## config.mk

```make
export PLATFORM = sky130hd
export DESIGN_NAME = cordic_gain_comp
export DESIGN_NICKNAME = d
export VERILOG_FILES = /design/src/rtl/cordic_pkg.sv /design/src/rtl/gain_mul_lane.sv /design/src/rtl/cordic_gain_comp.sv
export SDC_FILE = /design/constraint.sdc
export NUM_CORES = 1
export LEC_CHECK = 0
export CAP_MARGIN = 30
export CORE_MARGIN = 4
export CORE_UTILIZATION = 63
export CTS_CLUSTER_DIAMETER = 120
export DETAILED_ROUTE_END_ITERATION = 7
export GPL_ROUTABILITY_DRIVEN = 0
export PLACE_DENSITY_LB_ADDON = 0.2
export SYNTH_ARGS = -nofsm -noshare
export SYNTH_HDL_FRONTEND = slang
export SYNTH_SLANG_ARGS = --single-unit
```

## constraint.sdc

```tcl
create_clock -name clock -period 6.7 [get_ports clock]
set_clock_uncertainty 0.1 [all_clocks]
set_input_delay 0.67 -clock clock [delete_from_list [all_inputs] [get_ports clock]]
set_output_delay 0.67 -clock clock [all_outputs]
set_load 0.1 [all_outputs]
```

## src/rtl/cordic_pkg.sv

```systemverilog
// Shared constants and mode encoding for the CORDIC gain-compensation stage.
// Gains are unsigned Q2.14; GAIN_FRAC_W gives the shift that returns to sample format.
// No ports. Optional feature macro used by the stage: CORDIC_GAIN_SAT_EN.
package cordic_pkg;

  localparam int          GAIN_FRAC_W = 14;
  localparam logic [15:0] GAIN_K      = 16'd26981;  // ~1.6467597
  localparam logic [15:0] GAIN_INV_K  = 16'd9949;   // ~0.6072529

  typedef enum logic {
    MODE_K     = 1'b0,
    MODE_INV_K = 1'b1
  } gain_mode_e;

endpackage

```

## src/rtl/gain_mul_lane.sv

```systemverilog
// One lane of the gain stage: S2 product register, S3 round/reduce/result register.
// Ports: clock/reset_n, load_s2/load_s3 stage enables, sample+mode from S1, result (+sat).
// CORDIC_GAIN_SAT_EN selects clamping with a sat flag; otherwise the result wraps.
module gain_mul_lane
  import cordic_pkg::*;
#(
  parameter int DATA_W = 12
) (
  input  logic                     clock,
  input  logic                     reset_n,
  input  logic                     load_s2,
  input  logic                     load_s3,
  input  logic signed [DATA_W-1:0] sample,
  input  gain_mode_e               mode,
  output logic signed [DATA_W-1:0] result
`ifdef CORDIC_GAIN_SAT_EN
  ,
  output logic                     sat
`endif
);

  localparam int PW = DATA_W + 16;
  localparam logic signed [PW-1:0] ROUND_HALF = PW'(2 ** (GAIN_FRAC_W - 1));

  logic signed [16:0]       coef;
  logic signed [PW-1:0]     prod_d;
  logic signed [PW-1:0]     prod_q;
  logic signed [PW-1:0]     shifted;
  logic signed [DATA_W-1:0] reduced;

  // Constants are positive and below 2^15, so a zero-extended 17-bit signed form is exact.
  assign coef    = (mode == MODE_INV_K) ? $signed({1'b0, GAIN_INV_K}) : $signed({1'b0, GAIN_K});
  assign prod_d  = PW'(sample) * PW'(coef);
  // Adding half an LSB before the arithmetic shift rounds ties toward +inf.
  assign shifted = (prod_q + ROUND_HALF) >>> GAIN_FRAC_W;

`ifdef CORDIC_GAIN_SAT_EN
  logic [PW-DATA_W:0] hi;
  logic               ovf;

  // The value fits in DATA_W bits only if every bit from the kept sign bit upward agrees.
  always_comb begin
    hi      = shifted[PW-1:DATA_W-1];
    ovf     = !((&hi) || !(|hi));
    reduced = DATA_W'(shifted);
    if (ovf) begin
      reduced = shifted[PW-1] ? {1'b1, {(DATA_W-1){1'b0}}} : {1'b0, {(DATA_W-1){1'b1}}};
    end
  end
`else
  assign reduced = DATA_W'(shifted);
`endif

  always_ff @(posedge clock or negedge reset_n) begin
    if (!reset_n) begin
      prod_q <= '0;
      result <= '0;
`ifdef CORDIC_GAIN_SAT_EN
      sat    <= 1'b0;
`endif
    end else begin
      if (load_s2) prod_q <= prod_d;
      if (load_s3) begin
        result <= reduced;
`ifdef CORDIC_GAIN_SAT_EN
        sat    <= ovf;
`endif
      end
    end
  end

endmodule

```

## src/rtl/cordic_gain_comp.sv

```systemverilog
// CORDIC gain compensation: scales LANES samples by K or 1/K, 3-stage valid/ready pipeline.
// Ports: clock/reset_n; in_valid/in_ready/in_data/in_mode/in_id; out_valid/out_ready/out_data/out_id.
// CORDIC_GAIN_SAT_EN adds per-lane out_sat and clamping; without it results wrap.
module cordic_gain_comp
  import cordic_pkg::*;
#(
  parameter int DATA_W   = 12,
  parameter int FRAC_W   = 8,
  parameter int LANES    = 2,
  parameter int ID_WIDTH = 8
) (
  input  logic                      clock,
  input  logic                      reset_n,
  input  logic                      in_valid,
  output logic                      in_ready,
  input  logic [LANES*DATA_W-1:0]   in_data,
  input  logic                      in_mode,
  input  logic [ID_WIDTH-1:0]       in_id,
  output logic                      out_valid,
  input  logic                      out_ready,
  output logic [LANES*DATA_W-1:0]   out_data,
  output logic [ID_WIDTH-1:0]       out_id
`ifdef CORDIC_GAIN_SAT_EN
  ,
  output logic [LANES-1:0]          out_sat
`endif
);

  // Input and output share one Q format, so FRAC_W never enters the arithmetic;
  // it only has to describe a legal format.
  if (FRAC_W < 0 || FRAC_W >= DATA_W) begin : g_frac_check
    $error("FRAC_W must lie in [0, DATA_W)");
  end

  logic v1, v2, v3;
  logic ready_1, ready_2, ready_3;
  logic load_1, load_2, load_3;

  logic [LANES*DATA_W-1:0] s1_data;
  gain_mode_e              s1_mode;
  logic [ID_WIDTH-1:0]     s1_id;
  logic [ID_WIDTH-1:0]     s2_id;

  // Each stage may load when it is empty or its successor is moving, so bubbles collapse.
  assign ready_3   = !v3 || out_ready;
  assign ready_2   = !v2 || ready_3;
  assign ready_1   = !v1 || ready_2;
  assign in_ready  = ready_1;
  assign out_valid = v3;

  assign load_1 = in_valid && ready_1;
  assign load_2 = v1 && ready_2;
  assign load_3 = v2 && ready_3;

  always_ff @(posedge clock or negedge reset_n) begin
    if (!reset_n) begin
      v1      <= 1'b0;
      v2      <= 1'b0;
      v3      <= 1'b0;
      s1_data <= '0;
      s1_mode <= MODE_K;
      s1_id   <= '0;
      s2_id   <= '0;
      out_id  <= '0;
    end else begin
      if (ready_1) v1 <= in_valid;
      if (ready_2) v2 <= v1;
      if (ready_3) v3 <= v2;
      if (load_1) begin
        s1_data <= in_data;
        s1_mode <= gain_mode_e'(in_mode);
        s1_id   <= in_id;
      end
      if (load_2) s2_id  <= s1_id;
      if (load_3) out_id <= s2_id;
    end
  end

  for (genvar l = 0; l < LANES; l++) begin : g_lane
    gain_mul_lane #(
      .DATA_W (DATA_W)
    ) u_lane (
      .clock   (clock),
      .reset_n (reset_n),
      .load_s2 (load_2),
      .load_s3 (load_3),
      .sample  (s1_data[l*DATA_W +: DATA_W]),
      .mode    (s1_mode),
      .result  (out_data[l*DATA_W +: DATA_W])
`ifdef CORDIC_GAIN_SAT_EN
      ,
      .sat     (out_sat[l])
`endif
    );
  end

endmodule

```

# Yosys cells after proc, flatten, opt, wreduce, memory -nomap -nowiden
# Cells that the tools add are included.
totals:
  regBits: 128
  out_inout_bits: 34
  word_cells: 26
classes:
  n_addsub: 2
  mul: 2
  muxes: 1
  reduce_logical: 9
op_table:
  columns: ["op", "count"]
  rows:
  - ["adder 26 x 15 -> 26 bit, second input constant", 2]
  - ["multiplier 12 x 16 -> 26 bit", 2]
  - ["2-to-1 mux 15 bit", 1]
  - ["logical AND 1 bit", 3]
  - ["logical NOT 1 bit", 3]
  - ["logical OR 1 bit", 3]

# Depth between registers and ports, before layout
# Gate-level depths: netlist (run 1).
depth:
  depth_word: 5
  mapped_depth: 22

# Hierarchy
# A second synthesis (run 1) with hierarchy kept.
unflattened:
  hier_cells: 1338
  hier_area_um2: 13295.3
modules_own_cells:
  columns: ["module", "instances", "cells_each", "area_each_um2", "seq_area_each_um2"]
  rows:
  - ["gain_mul_lane (g_lane[1].u_lane)", 1, 627, 5650.4, 625.6]
  - ["gain_mul_lane (g_lane[0].u_lane)", 1, 596, 5521.5, 625.6]
  - ["cordic_gain_comp", 1, 115, 2123.3, 1301.2]

# Worst setup path after synthesis (run 1)
# Ideal clock, no wire load.
synth_path:
  kind: "register to register"
  start: "reg s1_mode"
  end: "reg g_lane[1].u_lane.prod_q[23]"
  arrival_ps: 5429
  t_required_ps: 6480
  slack_ps: 1051
  path_stages_with_launch: 22
  path_buffers: 3
  path_cell_list: "dfrtp_1 -> clkbuf_1 -> clkbuf_1 -> clkbuf_1 -> nand2_1 -> inv_1 -> fa_1 -> inv_1 -> fa_1 -> fa_1 -> inv_1 -> fa_1 -> inv_1 -> fa_1 -> inv_1 -> ha_1 -> a21oi_2 -> o21ai_4 -> a221oi_2 -> a2111oi_0 -> or3_1 -> a31o_1"
synth_via:
  elab_chain_len: 2
synth_rtl:
  columns: ["item", "line_no", "source"]
  rows:
  - ["start, declared", "cordic_gain_comp.sv:40", "gain_mode_e s1_mode;"]
  - ["start signal, assigned", "cordic_gain_comp.sv:71", "s1_mode <= gain_mode_e'(in_mode);"]
  - ["2-to-1 mux 15 bit", "gain_mul_lane.sv:32", "assign coef = (mode == MODE_INV_K) ? $signed({1'b0, GAIN_INV_K}) : $signed({1'b0, GAIN_K});"]
  - ["multiplier 12 x 16 -> 26 bit", "gain_mul_lane.sv:33", "assign prod_d = PW'(sample) * PW'(coef);"]
  - ["end signal, assigned", "gain_mul_lane.sv:62", "if (load_s2) prod_q <= prod_d;"]
  - ["end, declared", "gain_mul_lane.sv:27", "logic signed [PW-1:0] prod_q;"]
# Every way passes these cells.
# A chain may end at the register's enable or synchronous reset.

# Final worst setup path (run 1)
# Same ends and word-level chain as after synthesis.

==> metrics.txt, run 1 <==
# TYPE chip_impl_metric gauge
chip_impl_metric{name="dieArea",unit="sq um"} 23310
chip_impl_metric{name="vias_per_cell",unit=""} 5.399
chip_impl_metric{name="worst_slew_margin_rel",unit="%"} 33.28
chip_impl_metric{name="diodes",unit=""} 0
chip_impl_metric{name="wl_met2",unit="microns"} 12260
chip_impl_metric{name="synth-edff-count",unit=""} 0
chip_impl_metric{name="synth_simple_gate_area_share",unit="%"} 10.03
chip_impl_info{name="combinational_family_with_the_most_area_after_synthesis",value="adder cells"} 1
chip_impl_info{name="hp-class",value="in2async"} 1
chip_impl_metric{name="layout.area.seq",unit="sq um"} 2552
chip_impl_metric{name="detailedRoute.firstIterationViolations",unit=""} 494
chip_impl_info{name="maxUsedRoutingLayer",value="met4"} 1
chip_impl_metric{name="synthDistinctLibCells",unit=""} 68
chip_impl_metric{name="setup-tns-final",unit="ns"} 0
chip_impl_metric{name="vias",unit=""} 9156
chip_impl_metric{name="ys_ff_latch",unit=""} 102
chip_impl_metric{name="seq_area_frac_synth",unit="%"} 19.36
chip_impl_metric{name="start_util",unit="%"} 64.54
chip_impl_metric{name="final_core_utilization",unit="%"} 70.77
chip_impl_metric{name="placeableCoreArea",unit="sq um"} 20430
chip_impl_metric{name="ys.warnings.count",unit=""} 0
chip_impl_info{name="synth_flop_cell",value="dfrtp_1"} 1
chip_impl_info{name="tritoncts",value="yes"} 1
chip_impl_metric{name="synth-compound-area-share",unit="%"} 8.379
chip_impl_metric{name="cp.required",unit="ns"} 6.85
chip_impl_metric{name="tightest_slew",unit="ns"} 0.9977
chip_impl_metric{name="synth-adder-area-share",unit="%"} 44.49
chip_impl_metric{name="timing.final.crit_share",unit="%"} 89.79
chip_impl_metric{name="gr-total-overflow",unit=""} 0
chip_impl_metric{name="synth_top_area_share",unit="%"} 27.03
chip_impl_info{name="crit_path_end",value="g_lane[1].u_lane.prod_q[23]"} 1
chip_impl_metric{name="ff2ff_path_depth",unit=""} 18
chip_impl_metric{name="synthCells",unit=""} 1370
chip_impl_metric{name="synth_xor_xnor_area_share",unit="%"} 3.122
chip_impl_info{name="critPathLaunchType",value="flop"} 1
chip_impl_metric{name="dpl.hpwl",unit="microns"} 22810
chip_impl_metric{name="syn-cell-area",unit="sq um"} 13190
chip_impl_metric{name="number_of_failing_hold_endpoints_at_the_final_stage",unit=""} 0
chip_impl_metric{name="fillerInstances",unit=""} 1568
chip_impl_metric{name="firstDrtPassIters",unit=""} 5
chip_impl_metric{name="antenna_left",unit=""} 0
chip_impl_metric{name="period_needed",unit="ns"} 6.016
chip_impl_metric{name="total_cts_buffers",unit=""} 9
chip_impl_metric{name="final-setup-viol-count",unit=""} 0
chip_impl_metric{name="die_y",unit="microns"} 152.7
chip_impl_metric{name="first_global_vias",unit=""} 9358
chip_impl_info{name="r2r_start",value="s1_mode"} 1
chip_impl_metric{name="post_synth_mux_area_share",unit="%"} 3.834
chip_impl_metric{name="crit_fanout",unit=""} 32
chip_impl_metric{name="tritoncts_num_sinks",unit=""} 102
chip_impl_metric{name="core.rowCount",unit=""} 52
chip_impl_metric{name="cp_data_arrival_time",unit="ns"} 6.16
chip_impl_metric{name="grt_start_max_net_pins",unit=""} 63
chip_impl_metric{name="cts_setup_buffers",unit=""} 0
chip_impl_metric{name="final_net_count",unit=""} 1821
chip_impl_metric{name="share_of_flip_flops_with_an_asynchronous_set_or_reset",unit="%"} 100.0
chip_impl_metric{name="io_pins",unit=""} 71
chip_impl_info{name="clock_tree_root_driver_cell",value="clkbuf_16"} 1
chip_impl_metric{name="cts-root-to-sink-buffers",unit=""} 2
chip_impl_metric{name="multi_input_area",unit="sq um"} 9243
chip_impl_metric{name="detail_route.wl_per_cell",unit="microns"} 16.00
chip_impl_metric{name="worst_skew_pair.late_latency",unit="ns"} 0.35
chip_impl_metric{name="drt_drc_violations_left",unit=""} 0
chip_impl_metric{name="groute.usage.overall",unit="%"} 23.97
chip_impl_metric{name="portBuffers",unit=""} 70
chip_impl_info{name="setup.worst_path.start",value="s1_mode"} 1
chip_impl_metric{name="final_layout_size_suffix_gt1_share",unit="%"} 5.680
chip_impl_metric{name="number_of_h_tree_levels",unit=""} 3
chip_impl_info{name="layout_common_cells",value="334 x inv_1, 184 x ha_1, 178 x fa_1"} 1
chip_impl_metric{name="post_cts_resize_count",unit=""} 0
chip_impl_info{name="rsz0062_at_grt",value="no"} 1
chip_impl_info{name="reg2reg_to",value="g_lane[1].u_lane.prod_q[23]"} 1
chip_impl_metric{name="m1WireLength",unit="microns"} 12580
chip_impl_metric{name="syn_area_per_cell",unit="sq um"} 9.624
chip_impl_metric{name="fp.dieW",unit="microns"} 152.7
chip_impl_metric{name="max-cap-violations",unit=""} 0
chip_impl_info{name="post_synth_main_area_contributors",value="fa_1 27%, dfrtp_1 19%, ha_1 17%"} 1
chip_impl_metric{name="max_freq",unit="GHz"} 0.1662
chip_impl_metric{name="wire_length_of_the_first_global_routing_pass",unit="microns"} 45730
chip_impl_metric{name="postRouteWirelength",unit="microns"} 27130
chip_impl_metric{name="path_clk_slew",unit="ns"} 0.08
chip_impl_metric{name="final_max_slew_viol_count",unit=""} 0
chip_impl_metric{name="flow.area_growth_from_synthesis",unit="%"} 9.651
chip_impl_metric{name="hold_buffers",unit=""} 0
chip_impl_info{name="cell_accounting_for_the_most_synthesized_area",value="fa_1"} 1
chip_impl_info{name="critPathKind",value="reg2reg"} 1
chip_impl_metric{name="reg2reg_slack",unit="ns"} 0.68
chip_impl_metric{name="initial_antenna_violation_count",unit=""} 0
chip_impl_info{name="status",value="finished, final reports clean"} 1
chip_impl_metric{name="met3_routed_wirelength",unit="microns"} 1825
chip_impl_info{name="most_frequent_standard_cell_in_the_layout_excluding_fill_and_tap_cells",value="inv_1"} 1
chip_impl_info{name="critPathCaptureType",value="flop"} 1
## flip-flops by register name, indices dropped and copies added (netlist names), 8 cells and up
register / flops
g_lane.u_lane.prod_q: 26
s2_id: 8
out_id: 8
s1_data: 24
s1_id: 8
g_lane.u_lane.result: 24
## layout make-up
| type | count | area share [%] |
|---|---|---|
| clock buffer | 9 | 1.558 |
| clock inverter | 6 | 0.3808 |
| inverter | 334 | 8.672 |
| multi-input combinational | 898 | 63.93 |
| sequential | 102 | 17.65 |
| tap | 270 | 2.337 |
| timing repair buffer | 77 | 5.469 |
## per-layer routing
metal | vias up | track usage [%]
met1 | 4414 | 34.64
li1 | 4439 | -
met5 | - | 0
met4 | 0 | 4.922
met2 | 270 | 37.87
met3 | 33 | 5.254
## per-stage QoR
stage	setup WS, ns	cells	hold WS, ns	area, sq um
3_3_place_gp	0.7919	1679	0.3378	14120
6_report	0.6842	1696	0.07228	14460
4_1_cts	0.6664	1695	0.06599	14430
3_5_place_dp	0.6628	1680	0.3479	14150
2_1_floorplan	1.051	1376	0.2744	13210
5_1_grt	0.3049	1696	0.07076	14460
## synth_stat cells (8+ instances only)
cell / count
xnor2_1: 27
nor2b_1: 8
inv_1: 334
mux2_2: 44
and3_1: 15
clkbuf_1: 34
nand2b_1: 20
ha_1: 184
fa_1: 178
o21ai_0: 50
nand3_1: 22
a21o_1: 13
nor2_1: 27
o211ai_1: 9
nand4_1: 16
and2_1: 12
a21oi_1: 32
dfrtp_1: 102
xor2_1: 20
nand2_1: 128
## how the worst min path moves through the flow
stage                                   to  slack (ns)  cells past startpoint     start
2_1_floorplan  g_lane[0].u_lane.prod_q[13]        0.27                      0   reset_n
3_3_place_gp                      s2_id[2]        0.34                      2  s1_id[2]
3_5_place_dp                      s2_id[6]        0.35                      2  s1_id[6]
4_1_cts         g_lane[1].u_lane.result[4]        0.07                      1   reset_n
5_1_grt         g_lane[1].u_lane.result[1]        0.07                      1   reset_n
6_report        g_lane[1].u_lane.result[1]        0.07                      1   reset_n
## logic make-up (layout without fill, tap and decap cells)
family	after synthesis	count (layout)
xor+xnor	47	47
buf+inv	376	426
compound gates	164	164
fa+ha+maj	362	362
other cells	2	8
simple gates	272	272
mux	45	45
flops	102	102
## worst max-delay path, cell delays in order (launching register included)
cell	delay, ns
dfrtp_1	0.91
nand2_1	0.32
fa_1	0.62
inv_1	0.07
fa_1	0.47
inv_1	0.05
fa_1	0.51
inv_1	0.06
fa_1	0.53
inv_1	0.05
fa_1	0.47
inv_1	0.04
ha_1	0.31
nand2_1	0.08
nor2_1	0.19
nand4_1	0.19
a2111oi_0	0.51
o21ai_0	0.18
a31o_1	0.23
Power of run 1 is not shown: default switching activity piles up to over one toggle a cycle in this logic, so the estimate is an artifact.
==> inputs of run 2 (changes only) <==
CORE_UTILIZATION = 61   (was 63)
==> run 2 against run 1 <==
Routed wire length down 1.7%. Worst setup slack better by 0.053 ns. Flip-flop and latch count unchanged.
==> metrics.txt, run 2 (same netlist as run 1, synthesis figures left out) <==
# TYPE chip_impl_metric gauge
chip_impl_info{name="status",value="finished, final reports clean"} 1
chip_impl_info{name="critPathMostFrequentCell",value="fa_1"} 1
chip_impl_metric{name="post_cts_resize_count",unit=""} 0
chip_impl_metric{name="firstDrtPassIters",unit=""} 4
chip_impl_metric{name="timing.final.crit_share",unit="%"} 88.99
chip_impl_metric{name="placeableCoreArea",unit="sq um"} 21150
chip_impl_metric{name="tightest_slew",unit="ns"} 1.017
chip_impl_metric{name="initial_antenna_violation_count",unit=""} 0
chip_impl_info{name="critPathCaptureType",value="flop"} 1
chip_impl_info{name="clock_tree_root_driver_cell",value="clkbuf_16"} 1
chip_impl_metric{name="portBuffers",unit=""} 70
chip_impl_metric{name="number_of_h_tree_levels",unit=""} 3
chip_impl_info{name="crit_path_cell_trace",value="buf_4, buf_4, nand2b_1, fa_1, fa_1, inv_1, fa_1, fa_1, inv_1, fa_1, inv_1, ha_1, nand2_1, nor2_1, nand4_1, a2111oi_0, o21ai_0, a31o_1"} 1
chip_impl_metric{name="drt_drc_violations_left",unit=""} 0
chip_impl_metric{name="first_global_vias",unit=""} 9460
chip_impl_metric{name="layout.area.seq",unit="sq um"} 2552
chip_impl_metric{name="cp_data_arrival_time",unit="ns"} 6.11
chip_impl_metric{name="grt_start_max_net_pins",unit=""} 64
chip_impl_metric{name="diodes",unit=""} 0
chip_impl_metric{name="worst_slew_margin_rel",unit="%"} 31.96
chip_impl_metric{name="crit_fanout",unit=""} 21
chip_impl_metric{name="max_freq",unit="GHz"} 0.1677
chip_impl_metric{name="multi_input_area",unit="sq um"} 9243
chip_impl_metric{name="die_y",unit="microns"} 155.0
chip_impl_info{name="tritoncts",value="yes"} 1
chip_impl_metric{name="flow.area_growth_from_synthesis",unit="%"} 9.679
chip_impl_metric{name="cts_setup_buffers",unit=""} 0
chip_impl_metric{name="antenna_left",unit=""} 0
chip_impl_metric{name="number_of_failing_hold_endpoints_at_the_final_stage",unit=""} 0
chip_impl_metric{name="final_max_slew_viol_count",unit=""} 0
chip_impl_metric{name="pre_cts_ws",unit="ns"} 0.8094
chip_impl_metric{name="final-setup-viol-count",unit=""} 0
chip_impl_info{name="worst_path_max_delay_cell",value="a2111oi_0"} 1
chip_impl_metric{name="postRouteWirelength",unit="microns"} 26660
chip_impl_metric{name="cts-root-to-sink-buffers",unit=""} 2
chip_impl_metric{name="period_needed",unit="ns"} 5.962
chip_impl_info{name="rsz0062_at_grt",value="no"} 1
chip_impl_metric{name="start_util",unit="%"} 62.33
chip_impl_metric{name="vias_per_cell",unit=""} 5.333
chip_impl_metric{name="design_area",unit="sq um"} 14460
chip_impl_metric{name="tritoncts_num_sinks",unit=""} 102
chip_impl_metric{name="setup_slack",unit="ns"} 0.7376
chip_impl_info{name="critPathKind",value="reg2reg"} 1
chip_impl_metric{name="hold_buffers",unit=""} 0
chip_impl_metric{name="number_of_flip_flops_in_the_largest_register",unit=""} 26
chip_impl_metric{name="fillerInstances",unit=""} 1723
chip_impl_metric{name="wire_length_of_the_first_global_routing_pass",unit="microns"} 45600
chip_impl_metric{name="dieArea",unit="sq um"} 24030
chip_impl_metric{name="final_net_count",unit=""} 1820
chip_impl_metric{name="core.rowCount",unit=""} 53
chip_impl_metric{name="gr-total-overflow",unit=""} 0
chip_impl_metric{name="detailedRoute.firstIterationViolations",unit=""} 530
chip_impl_metric{name="vias",unit=""} 9072
chip_impl_metric{name="detail_route.wl_per_cell",unit="microns"} 15.67
chip_impl_info{name="most_flop_heavy_register",value="g_lane.u_lane.prod_q"} 1
chip_impl_info{name="hp-class",value="in2async"} 1
chip_impl_metric{name="fp.dieW",unit="microns"} 155.0
chip_impl_metric{name="cpPeakStageDelay",unit="ns"} 0.63
chip_impl_metric{name="max-cap-violations",unit=""} 0
chip_impl_info{name="critPathLaunchType",value="flop"} 1
chip_impl_metric{name="holdWs",unit="ns"} 0.1817
chip_impl_metric{name="total_cts_buffers",unit=""} 9
chip_impl_metric{name="final_layout_size_suffix_gt1_share",unit="%"} 5.680
chip_impl_metric{name="groute.usage.overall",unit="%"} 23.38
chip_impl_info{name="most_frequent_standard_cell_in_the_layout_excluding_fill_and_tap_cells",value="inv_1"} 1
chip_impl_metric{name="placed_area",unit="sq um"} 14140
chip_impl_info{name="reg_top3",value="g_lane.u_lane.prod_q: 26 flops, g_lane.u_lane.result: 24 flops, s1_data: 24 flops"} 1
chip_impl_metric{name="worst_skew_pair.late_latency",unit="ns"} 0.35
chip_impl_metric{name="setup-tns-final",unit="ns"} 0
chip_impl_info{name="layout_common_cells",value="334 x inv_1, 184 x ha_1, 178 x fa_1"} 1
chip_impl_metric{name="path_clk_slew",unit="ns"} 0.08
chip_impl_metric{name="io_pins",unit=""} 71
chip_impl_metric{name="cp.required",unit="ns"} 6.85
chip_impl_metric{name="dpl.hpwl",unit="microns"} 22720
[run 2: critical path: cells and delay by family, from the launching register on]
family	cells	cell delay, ns
compound gates	3	1.05
fa+ha+maj	6	2.80
buf+inv	5	0.66
flops	1	0.61
simple gates	4	0.63
[run 2: area by class of cell]
type                            instances  area share [%]
Inverter                              334           8.669
Tap cell                              275           2.379
Sequential cell                       102           17.65
Clock buffer                            9           1.557
Clock inverter                          7          0.6922
Timing Repair Buffer                   76           5.139
Multi-Input combinational cell        898           63.91
[run 2: path summary, 6_finish.rpt]
| path | from | endpoint | slack [ns] | cells past startpoint |
|---|---|---|---|---|
| max | s1_mode | g_lane[1].u_lane.prod_q[23] | 0.74 | 18 |
| min | reset_n | g_lane[1].u_lane.result[2] | 0.18 | 1 |
| max reg2reg | s1_mode | g_lane[1].u_lane.prod_q[23] | 0.74 | 18 |
| min reg2reg | s1_id[5] | s2_id[5] | 0.37 | 2 |
| max in group asynchronous | reset_n | s2_id[7] | 5.15 | 2 |
| min in group clock | s1_id[5] | s2_id[5] | 0.37 | 2 |
[run 2: metrics by stage]
| step | util (%) | std cells |
|---|---|---|
| 6_report | 68.36 | 1701 |
| 2_1_floorplan | - | 1376 |
| 3_3_place_gp | 66.82 | 1685 |
| 4_1_cts | 68.36 | 1701 |
| 3_5_place_dp | 66.82 | 1685 |
| 5_1_grt | 68.36 | 1701 |
[run 2: routing by layer]
metal | vias up | global-route usage, % | routed length [microns]
li1 | 4442 | - | -
met1 | 4359 | 33.80 | 12660
met2 | 253 | 37.71 | 12120
met3 | 18 | 4.618 | 1639
met4 | 0 | 3.743 | 241
met5 | - | 0 | 0
Power of run 2 is left out for the same reason.
==> inputs of run 3 (changes only) <==
--- a/config.mk
+++ b/config.mk
@@ -7,2 +7,3 @@
 export LEC_CHECK = 0
+export ABC_CLOCK_PERIOD_IN_PS = 6700
 export CAP_MARGIN = 30
--- a/constraint.sdc
+++ b/constraint.sdc
@@ -4,2 +4,2 @@
 set_output_delay 0.67 -clock clock [all_outputs]
-set_load 0.1 [all_outputs]
+set_load 0.05 [all_outputs]
==> results of run 3 <==
No change in the layout: final DEF, timing and power equal those of run 2.
Power of run 3 is left out for the same reason.
